File: src/rtl/alu_pkg.sv
// ============================================================================
// Module  : alu_pkg
// Brief   : Shared op encodings, data width and FSM states for the ALU issue path.
// Revision: 1.0 - initial release
// ============================================================================
`default_nettype none

package alu_pkg;

  localparam int DATA_W = 16;

  localparam logic [2:0] OP_ADD = 3'b000;
  localparam logic [2:0] OP_SUB = 3'b001;
  localparam logic [2:0] OP_MUL = 3'b010;
  localparam logic [2:0] OP_DIV = 3'b011;
  localparam logic [2:0] OP_MOD = 3'b100;

  typedef enum logic [1:0] {
    ST_IDLE  = 2'd0,
    ST_ISSUE = 2'd1,
    ST_RESP  = 2'd2
  } state_t;

  // Division-class ops are the only ones that can fault on a zero divisor.
  function automatic logic is_div_op(input logic [2:0] op);
    return (op == OP_DIV) || (op == OP_MOD);
  endfunction

endpackage

`default_nettype wire

File: src/rtl/alu_settle_cnt.sv
// ============================================================================
// Module  : alu_settle_cnt
// Brief   : Loadable down-counter with terminal-count flag for the ALU settle window.
// Revision: 1.0 - initial release
// ============================================================================
`default_nettype none

module alu_settle_cnt #(
  parameter int CNT_W = 4
) (
  input  logic             clk,
  input  logic             rst_n,
  input  logic             load,
  input  logic [CNT_W-1:0] load_val,
  input  logic             dec,
  output logic             tc
);

  logic [CNT_W-1:0] count_q;
  logic [CNT_W-1:0] count_d;

  always_comb begin
    count_d = count_q;
    if (load) begin
      count_d = load_val;
    end else if (dec && (count_q != '0)) begin
      count_d = count_q - 1'b1;
    end
  end

  always_ff @(posedge clk) begin
    if (!rst_n) begin
      count_q <= '0;
    end else begin
      count_q <= count_d;
    end
  end

  assign tc = (count_q == '0);

endmodule

`default_nettype wire

File: src/rtl/alu_issue_ctrl.sv
// ============================================================================
// Module  : alu_issue_ctrl
// Brief   : Command/response front end holding ALU operands for a settle window.
//           Optional sticky carry flag under `ALU_STICKY_CARRY_EN.
// Revision: 1.0 - initial release
// ============================================================================
`default_nettype none

module alu_issue_ctrl
  import alu_pkg::*;
#(
  parameter int SETTLE_CYCLES = 1,
  parameter int CNT_W         = 4
) (
  input  logic              clk,
  input  logic              rst_n,
  input  logic              cmd_valid,
  output logic              cmd_ready,
  input  logic [2:0]        cmd_op,
  input  logic [DATA_W-1:0] cmd_a,
  input  logic [DATA_W-1:0] cmd_b,
  output logic [DATA_W-1:0] alu_tmp1,
  output logic [DATA_W-1:0] alu_tmp2,
  output logic [2:0]        alu_op,
  output logic              alu_enable,
  input  logic [DATA_W-1:0] alu_result,
  input  logic              alu_zero,
  input  logic              alu_carry,
  output logic              rsp_valid,
  input  logic              rsp_ready,
  output logic [DATA_W-1:0] rsp_result,
  output logic              rsp_zero,
  output logic              rsp_carry,
  output logic              rsp_div0
`ifdef ALU_STICKY_CARRY_EN
  ,
  output logic              sticky_carry,
  input  logic              sticky_clr
`endif
);

  localparam logic [CNT_W-1:0] LOAD_VAL = CNT_W'(SETTLE_CYCLES - 1);

  state_t            state_q, state_d;
  logic              cmd_ready_q, cmd_ready_d;
  logic [DATA_W-1:0] alu_tmp1_q, alu_tmp1_d;
  logic [DATA_W-1:0] alu_tmp2_q, alu_tmp2_d;
  logic [2:0]        alu_op_q, alu_op_d;
  logic              alu_enable_q, alu_enable_d;
  logic              rsp_valid_q, rsp_valid_d;
  logic [DATA_W-1:0] rsp_result_q, rsp_result_d;
  logic              rsp_zero_q, rsp_zero_d;
  logic              rsp_carry_q, rsp_carry_d;
  logic              rsp_div0_q, rsp_div0_d;

  logic              cnt_load;
  logic              cnt_dec;
  logic              cnt_tc;
  logic              capture;

  alu_settle_cnt #(
    .CNT_W (CNT_W)
  ) u_settle_cnt (
    .clk      (clk),
    .rst_n    (rst_n),
    .load     (cnt_load),
    .load_val (LOAD_VAL),
    .dec      (cnt_dec),
    .tc       (cnt_tc)
  );

  assign capture = (state_q == ST_ISSUE) && cnt_tc;

  always_comb begin
    state_d      = state_q;
    cmd_ready_d  = cmd_ready_q;
    alu_tmp1_d   = alu_tmp1_q;
    alu_tmp2_d   = alu_tmp2_q;
    alu_op_d     = alu_op_q;
    alu_enable_d = alu_enable_q;
    rsp_valid_d  = rsp_valid_q;
    rsp_result_d = rsp_result_q;
    rsp_zero_d   = rsp_zero_q;
    rsp_carry_d  = rsp_carry_q;
    rsp_div0_d   = rsp_div0_q;
    cnt_load     = 1'b0;
    cnt_dec      = 1'b0;

    case (state_q)
      ST_IDLE: begin
        if (cmd_valid && cmd_ready_q) begin
          cmd_ready_d = 1'b0;
          // A zero divisor never reaches the ALU; the fault response is synthesised here.
          if (is_div_op(cmd_op) && (cmd_b == '0)) begin
            state_d      = ST_RESP;
            rsp_valid_d  = 1'b1;
            rsp_result_d = '0;
            rsp_zero_d   = 1'b1;
            rsp_carry_d  = 1'b0;
            rsp_div0_d   = 1'b1;
          end else begin
            state_d      = ST_ISSUE;
            alu_tmp1_d   = cmd_a;
            alu_tmp2_d   = cmd_b;
            alu_op_d     = cmd_op;
            alu_enable_d = 1'b1;
            cnt_load     = 1'b1;
          end
        end
      end
      ST_ISSUE: begin
        if (cnt_tc) begin
          state_d      = ST_RESP;
          alu_enable_d = 1'b0;
          rsp_valid_d  = 1'b1;
          rsp_result_d = alu_result;
          rsp_zero_d   = alu_zero;
          rsp_carry_d  = alu_carry;
          rsp_div0_d   = 1'b0;
        end else begin
          cnt_dec = 1'b1;
        end
      end
      ST_RESP: begin
        if (rsp_ready) begin
          state_d     = ST_IDLE;
          rsp_valid_d = 1'b0;
          cmd_ready_d = 1'b1;
        end
      end
      default: begin
        state_d      = ST_IDLE;
        cmd_ready_d  = 1'b1;
        alu_enable_d = 1'b0;
        rsp_valid_d  = 1'b0;
      end
    endcase
  end

  always_ff @(posedge clk) begin
    if (!rst_n) begin
      state_q      <= ST_IDLE;
      cmd_ready_q  <= 1'b1;
      alu_tmp1_q   <= '0;
      alu_tmp2_q   <= '0;
      alu_op_q     <= '0;
      alu_enable_q <= 1'b0;
      rsp_valid_q  <= 1'b0;
      rsp_result_q <= '0;
      rsp_zero_q   <= 1'b0;
      rsp_carry_q  <= 1'b0;
      rsp_div0_q   <= 1'b0;
    end else begin
      state_q      <= state_d;
      cmd_ready_q  <= cmd_ready_d;
      alu_tmp1_q   <= alu_tmp1_d;
      alu_tmp2_q   <= alu_tmp2_d;
      alu_op_q     <= alu_op_d;
      alu_enable_q <= alu_enable_d;
      rsp_valid_q  <= rsp_valid_d;
      rsp_result_q <= rsp_result_d;
      rsp_zero_q   <= rsp_zero_d;
      rsp_carry_q  <= rsp_carry_d;
      rsp_div0_q   <= rsp_div0_d;
    end
  end

`ifdef ALU_STICKY_CARRY_EN
  logic sticky_carry_q, sticky_carry_d;

  // Set has priority so a carry captured alongside a clear is never lost.
  always_comb begin
    sticky_carry_d = sticky_carry_q;
    if (sticky_clr) begin
      sticky_carry_d = 1'b0;
    end
    if (capture && alu_carry) begin
      sticky_carry_d = 1'b1;
    end
  end

  always_ff @(posedge clk) begin
    if (!rst_n) begin
      sticky_carry_q <= 1'b0;
    end else begin
      sticky_carry_q <= sticky_carry_d;
    end
  end

  assign sticky_carry = sticky_carry_q;
`else
  logic unused_capture;
  assign unused_capture = capture;
`endif

  assign cmd_ready  = cmd_ready_q;
  assign alu_tmp1   = alu_tmp1_q;
  assign alu_tmp2   = alu_tmp2_q;
  assign alu_op     = alu_op_q;
  assign alu_enable = alu_enable_q;
  assign rsp_valid  = rsp_valid_q;
  assign rsp_result = rsp_result_q;
  assign rsp_zero   = rsp_zero_q;
  assign rsp_carry  = rsp_carry_q;
  assign rsp_div0   = rsp_div0_q;

endmodule

`default_nettype wire

File: config.mk
export PLATFORM = sky130hd
export DESIGN_NAME = alu_issue_ctrl
export DESIGN_NICKNAME = d
export VERILOG_FILES = /design/src/rtl/alu_pkg.sv /design/src/rtl/alu_settle_cnt.sv /design/src/rtl/alu_issue_ctrl.sv
export SDC_FILE = /design/constraint.sdc
export NUM_CORES = 1
export LEC_CHECK = 0
export CORE_MARGIN = 2
export CORE_UTILIZATION = 37
export CTS_CLUSTER_SIZE = 28
export DETAILED_ROUTE_END_ITERATION = 8
export PLACE_DENSITY_LB_ADDON = 0.12
export SETUP_SLACK_MARGIN = 0.15
export SYNTH_ARGS = -nofsm -noshare
export SYNTH_HDL_FRONTEND = slang
export SYNTH_SLANG_ARGS = --single-unit
File: constraint.sdc
create_clock -name clk -period 1.7 [get_ports clk]
set_input_delay 0.34 -clock clk [delete_from_list [all_inputs] [get_ports clk]]
set_output_delay 0.34 -clock clk [all_outputs]
set_load 0.03 [all_outputs]
# Word-level counts from Yosys, hierarchy flattened

Cells that the tools add are included.

$add $sub $neg: 1
Equal/unequal tests: 9
Mux-type cells: 33
Bitwise logic cells: 4
Reduce and logical (&&, ||, !) cells: 16

Operators by type and width:

| kind                | count |
|---|---|
| $mux 16             | 3 |
| $pmux 16 s2         | 1 |
| $mux 1              | 18 |
| $logic_not 16->1    | 1 |
| $reduce_and 4->1    | 3 |
| $ne 2x2->1 const B  | 5 |
| $pmux 1 s3          | 3 |
| $reduce_and 3->1    | 3 |
| $mux 2              | 4 |
| $pmux 1 s2          | 3 |
| $pmux 2 s3          | 1 |
| $logic_not 4->1     | 1 |
| $not 1->1           | 4 |
| $reduce_bool 4->1   | 1 |
| $sub 4x1->4 const B | 1 |
| $eq 3x2->1 const B  | 1 |
| $eq 3x3->1 const B  | 1 |
| $logic_and 1x1->1   | 3 |
| $eq 2x1->1 const B  | 1 |
| $eq 2x2->1 const B  | 1 |
| $logic_not 2->1     | 1 |
| $reduce_bool 2->1   | 1 |
| $reduce_or 2->1     | 1 |
| $logic_or 1x1->1    | 1 |

Flip-flop bits (word level): 63
Input port bits: 57
Logic and storage cells: 75

# Depth between registers and ports, before layout

Word-level depth: 7
Gate-level depth with buffers: 9
Mapped depth without buffers: 7

# Cells and area by module

Synthesis repeated with hierarchy kept, for this count alone.

Cells, all modules: 374
Area, all modules: 3050.4 um2

By module, submodules not included:

| module         | times used | cells an instance | area each (um2) | sequential area each (um2) |
|---|---|---|---|---|
| alu_issue_ctrl | 1          | 343               | 2793.9          | 1181.1 |
| alu_settle_cnt | 1          | 31                | 256.5           | 80.1 |

# Least setup slack after synthesis

Ideal clock, no wire load.

Kind: register -> register
Start point: register u_settle_cnt.count_q[0]
End point: register rsp_carry_q, in the netlist rsp_carry
Arrival: 1.466 ns
Required time: 1.585 ns
Path slack: 0.120 ns
Stages on the path, launching flop included: 10
Buffers on the path: 2
Period minus slack after synthesis: 1.580 ns
Cell sequence: dfxtp_1 > inv_1 > ha_1 > nand2b_1 > or3_1 > buf_2 > buf_6 > nand2_1 > o21ai_0 > and2_1

Longest elaborated chain between the ends: 3

Ends and longest elaborated chain:

| item                              | RTL line              | RTL |
|---|---|---|
| from (decl)                       | alu_settle_cnt.sv:19  | `logic [CNT_W-1:0] count_q;` |
| from (signal assigned)            | alu_settle_cnt.sv:35  | `count_q <= count_d;` |
| $logic_not 4->1                   | alu_settle_cnt.sv:39  | `assign tc = (count_q == '0);` |
| $ne 2x2->1 (no source line)       | --                    |  |
| $reduce_and 4->1 (no source line) | --                    |  |
| to (signal assigned)              | alu_issue_ctrl.sv:163 | `rsp_carry_q <= rsp_carry_d;` |
| to (decl)                         | alu_issue_ctrl.sv:53  | `logic rsp_carry_q, rsp_carry_d;` |

Every way passes these cells.
A chain may end at the register's enable or synchronous reset.

# Worst setup path in the final report

Start point: register u_settle_cnt.count_q[0]
End point: register rsp_result_q[14], in the netlist rsp_result[14]

Longest elaborated chain between the ends: 3

Ends and longest elaborated chain:

| item                              | RTL line              | RTL |
|---|---|---|
| $logic_not 4->1                   | alu_settle_cnt.sv:39  |  |
| $ne 2x2->1 (no source line)       | --                    |  |
| $reduce_and 4->1 (no source line) | --                    |  |
| to (signal assigned)              | alu_issue_ctrl.sv:161 | `rsp_result_q <= rsp_result_d;` |
| to (decl)                         | alu_issue_ctrl.sv:51  | `logic [DATA_W-1:0] rsp_result_q, rsp_result_d;` |

Every way passes these cells.

==> impl_metrics.prom <==
# TYPE chip_impl_metric gauge
chip_impl_metric{name="power_frac_comb",unit=""} 0.228
chip_impl_metric{name="gp_congestion",unit=""} 0.744
chip_impl_metric{name="postSynthAreaPerCell",unit="sq um"} 7.89
chip_impl_metric{name="synth_cells",unit=""} 318
chip_impl_metric{name="dieArea",unit="sq um"} 7450
chip_impl_metric{name="placed_instance_count",unit=""} 510
chip_impl_metric{name="drt_drc_violations_left",unit=""} 0
chip_impl_metric{name="wl_per_cell",unit="um"} 13.5
chip_impl_info{name="cts.root.buffer_cell",value="sky130_fd_sc_hd__clkbuf_8"} 1
chip_impl_metric{name="grt_pass1_wl",unit="um"} 11100
chip_impl_metric{name="dp_hpwl",unit="um"} 4430
chip_impl_metric{name="die-width",unit="um"} 86.3
chip_impl_metric{name="ys_seq_area_frac",unit=""} 0.503
chip_impl_metric{name="drive_above_1_share",unit=""} 0.225
chip_impl_metric{name="max_slew_margin",unit=""} 0.767
chip_impl_metric{name="fin_nets",unit=""} 519
chip_impl_metric{name="grt_antenna_before_repair",unit=""} 0
chip_impl_metric{name="worst_slew_pin_slew",unit="ns"} 0.351
chip_impl_metric{name="powerDensity",unit="nW/um^2"} 942
chip_impl_metric{name="part_of_the_total_power_dissipated_in_the_clock_network",unit=""} 0.381
chip_impl_metric{name="yosys.area_share.simple",unit=""} 0.284
chip_impl_metric{name="num_vias",unit=""} 2639
chip_impl_metric{name="share_seq_of_total_power",unit=""} 0.392
chip_impl_info{name="min_path_type",value="input pin to register"} 1
chip_impl_metric{name="groute.usage.overall",unit=""} 0.186
chip_impl_metric{name="synth-seq-cells",unit=""} 63
chip_impl_metric{name="die_h",unit="um"} 86.3
chip_impl_metric{name="num_io_pins",unit=""} 114
chip_impl_metric{name="cp_slowest_stage_delay",unit="ns"} 0.39
chip_impl_metric{name="total_switching_power",unit="mW"} 1.16
chip_impl_info{name="category_of_the_most_critical_setup_path",value="register to register"} 1
chip_impl_metric{name="crit_fanout",unit=""} 5
chip_impl_info{name="synthFlopType",value="sky130_fd_sc_hd__dfxtp_1"} 1
chip_impl_info{name="end_kind",value="register"} 1
chip_impl_metric{name="layout.cells.non_filler",unit=""} 546
chip_impl_metric{name="maxSlewViolCount",unit=""} 0
chip_impl_metric{name="clk_latency",unit="ns"} 0.33
chip_impl_metric{name="synthesized_cell_area",unit="sq um"} 2510
chip_impl_info{name="synth_largest_area_cell",value="sky130_fd_sc_hd__dfxtp_1"} 1
chip_impl_info{name="synth_common_cells",value="76 x sky130_fd_sc_hd__nand2_1, 63 x sky130_fd_sc_hd__dfxtp_1, 53 x sky130_fd_sc_hd__o21ai_0, 35 x sky130_fd_sc_hd__nand3_1, 17 x sky130_fd_sc_hd__and2_1"} 1
chip_impl_metric{name="h_tree_depth",unit=""} 3
chip_impl_metric{name="finalSetupViolCount",unit=""} 0
chip_impl_metric{name="grt_max_degree",unit=""} 41
chip_impl_metric{name="final_core_utilization",unit=""} 0.667
chip_impl_metric{name="setup-tns-final",unit="ns"} 0
chip_impl_metric{name="number_of_maximum_capacitance_constraint_violations",unit=""} 0
chip_impl_metric{name="clock.fmax",unit="GHz"} 0.630
chip_impl_metric{name="intPower",unit="mW"} 3.04
chip_impl_metric{name="syn2layout_area_growth",unit="%"} 77.7
chip_impl_metric{name="number_of_clock_sinks",unit=""} 63
chip_impl_metric{name="power.static_leakage",unit="nW"} 2.04
chip_impl_metric{name="total_of_warnings_raised_by_yosys",unit=""} 0
chip_impl_metric{name="first_global_vias",unit=""} 2420
chip_impl_metric{name="period_share",unit=""} 0.933
chip_impl_metric{name="synth-compound-area-share",unit=""} 0.153
chip_impl_metric{name="synth_top_cell_area_share",unit=""} 0.503
chip_impl_metric{name="syn-num-nets",unit=""} 376
chip_impl_metric{name="fp.coreArea",unit="sq um"} 6680
chip_impl_metric{name="ys_async_sr_fraction",unit=""} 0
chip_impl_metric{name="cp_data_arrival_time",unit="ns"} 1.81
chip_impl_metric{name="port_buffers",unit=""} 113
chip_impl_metric{name="cts.clk_slew.worst_paths",unit="ns"} 0.07
chip_impl_metric{name="cts_max_path_buffers",unit=""} 2
chip_impl_metric{name="route.antenna.remaining_nets",unit=""} 0
chip_impl_metric{name="synth-adder-area-share",unit=""} 0.00499
chip_impl_info{name="cell_by_cell_listing_of_the_critical_path",value="inv_2 -> ha_4 -> nand2b_4 -> or3_4 -> buf_8 -> nand2_1 -> o21ai_0 -> and2_1"} 1
chip_impl_info{name="tritoncts",value="done"} 1
chip_impl_metric{name="synth_xor_xnor_area_share",unit=""} 0.00349
chip_impl_metric{name="power.total",unit="mW"} 4.20
chip_impl_metric{name="route.final.wire_length",unit="um"} 7390
chip_impl_metric{name="num_antenna_cells",unit=""} 0
chip_impl_metric{name="std_cell_rows",unit=""} 30
chip_impl_info{name="worst_setup_path_start_kind",value="register"} 1
chip_impl_metric{name="fin_worst_hold_slack",unit="ns"} 0.250
chip_impl_info{name="rsz0062_at_grt",value="yes"} 1
chip_impl_info{name="status",value="finished, final reports clean"} 1
chip_impl_info{name="cp_slowest_cell",value="sky130_fd_sc_hd__or3_4"} 1
chip_impl_metric{name="hold_viol",unit=""} 0
chip_impl_info{name="synth.top_cells.by_area",value="sky130_fd_sc_hd__dfxtp_1 50%, sky130_fd_sc_hd__nand2_1 11%, sky130_fd_sc_hd__o21ai_0 11%"} 1
chip_impl_metric{name="hold_buffers",unit=""} 0
chip_impl_metric{name="initial_core_util",unit=""} 0.375
chip_impl_metric{name="yosys-mux-area-fraction",unit=""} 0
chip_impl_metric{name="synthDistinctLibCells",unit=""} 32
chip_impl_metric{name="ir_drop",unit="mV"} 0.515
chip_impl_metric{name="timing.final.crit_period",unit="ns"} 1.59
chip_impl_metric{name="netSwitchingFraction",unit=""} 0.277
chip_impl_metric{name="vias_per_inst",unit=""} 4.83
chip_impl_metric{name="total_cts_buffers",unit=""} 9
chip_impl_info{name="most_numerous_cell_in_the_yosys_netlist",value="sky130_fd_sc_hd__nand2_1"} 1
chip_impl_metric{name="globalRouteOverflowTotal",unit=""} 0
chip_impl_metric{name="drt_pass1_iterations",unit=""} 4
chip_impl_info{name="main_combinational_cell_family_by_area_after_synthesis",value="simple AND/OR/NAND/NOR gates"} 1
chip_impl_metric{name="drt_iter0_markers",unit=""} 51
chip_impl_metric{name="worst-endpoint-required",unit="ns"} 1.93
chip_impl_metric{name="finalClockSkew",unit="ns"} 0.00497
chip_impl_metric{name="synth-edff-count",unit=""} 0
==> path summary, 6_finish.rpt <==
kind	startpoint	slack (ns)	depth (start not counted)	end
hold / removal	cmd_b[7]	0.25	3	alu_tmp2[7]
hold reg to reg	alu_tmp1[7]	0.45	2	alu_tmp1[7]
setup / recovery	u_settle_cnt.count_q[0]	0.11	8	rsp_result[14]
setup reg to reg	u_settle_cnt.count_q[0]	0.11	8	rsp_result[14]
==> layout by cell type (no fill, tap or decap), drive strengths merged <==
cell type,synthesis,layout
nor2,12,12
clkinvlp,0,2
dfxtp,63,63
a22oi,1,1
a21boi,2,2
a21oi,2,2
xnor2,1,1
o21ai,59,59
bufinv,0,3
or4,1,1
a31oi,1,1
nand4,1,1
inv,4,4
clkdlybuf4s15,0,4
nor4,4,4
nand2b,2,2
o311a,2,2
nand2,76,76
o211ai,1,1
clkbuf,16,15
nand3,35,35
and2,17,17
nor3,3,3
ha,1,1
or3,1,1
buf,9,53
a211oi,1,1
dlygate4sd2,0,61
and3b,1,1
o211a,1,1
clkdlybuf4s50,0,35
nor3b,1,1
==> layer usage <==
layer / up-vias / track usage / routed length (um)
li1: 1355 / - / -
met1: 1188 / 0.237 / 3310
met2: 83 / 0.289 / 3390
met3: 13 / 0.0676 / 535
met4: 0 / 0.0724 / 152
met5: - / 0 / 0
==> stage by stage <==
stage          setup WS, ns  cell area, sq um
2_1_floorplan         0.152              2540
3_3_place_gp         -0.585              3900
3_5_place_dp         -0.597              3900
4_1_cts               0.123              4240
5_1_grt              0.0598              4460
6_report              0.114              4460
==> worst max-delay path, delay by kind of cell, from the launching register on <==
family	cells	cell delay, ns
and+or+nand+nor	4	0.70
DFF	1	0.34
adders and majority gates	1	0.15
buffers and inverters	2	0.22
AOI/OAI and AO/OA	1	0.08
==> power groups by stage <==
stage               Clock, mW  Combinational, mW  Sequential [mW]
CTS                      1.63              0.851             1.64
floorplan                   0              0.252             1.87
global route             1.70               1.03             1.66
detailed placement          0              0.896             1.67
finish                   1.60              0.956             1.64
global placement            0              0.888             1.67
==> final cells by class <==
cell class / count / area, sq um
clock buffer: 11 / 141
clock inverter: 5 / 105
fill: 589 / 2220
inverter: 4 / 15.0
multi-input combinational: 226 / 1260
sequential: 63 / 1270
tap: 80 / 100
timing repair buffer: 157 / 1570
==> state kept, by name, indices dropped and copies added (netlist names) <==
register / flops
alu_enable: 1
cmd_ready: 1
alu_tmp1: 16
u_settle_cnt.count_q: 4
alu_tmp2: 16
state_q: 2
rsp_carry: 1
rsp_zero: 1
rsp_result: 16
rsp_valid: 1
rsp_div0: 1
alu_op: 3
==> kinds of logic (layout without fill, tap and decap cells) <==
group,Yosys count,in the layout
buffers and inverters,29,177
flip-flops,63,63
AND/OR/NAND/NOR,154,154
adder cells (fa/ha/maj),1,1
AO/OA/AOI/OAI,70,70
XOR/XNOR,1,1
==> timing repair <==
| item | 4_1_cts | 5_1_grt |
|---|---|---|
| endpoints found under the setup margin | 119 | 24 |
| pin swaps | 21 | 6 |
| gates resized for setup | 147 | 26 |
| gates cloned | 2 | 5 |
| setup buffers | 9 | 4 |
No activity file was read; power rests on OpenSTA's default activity.
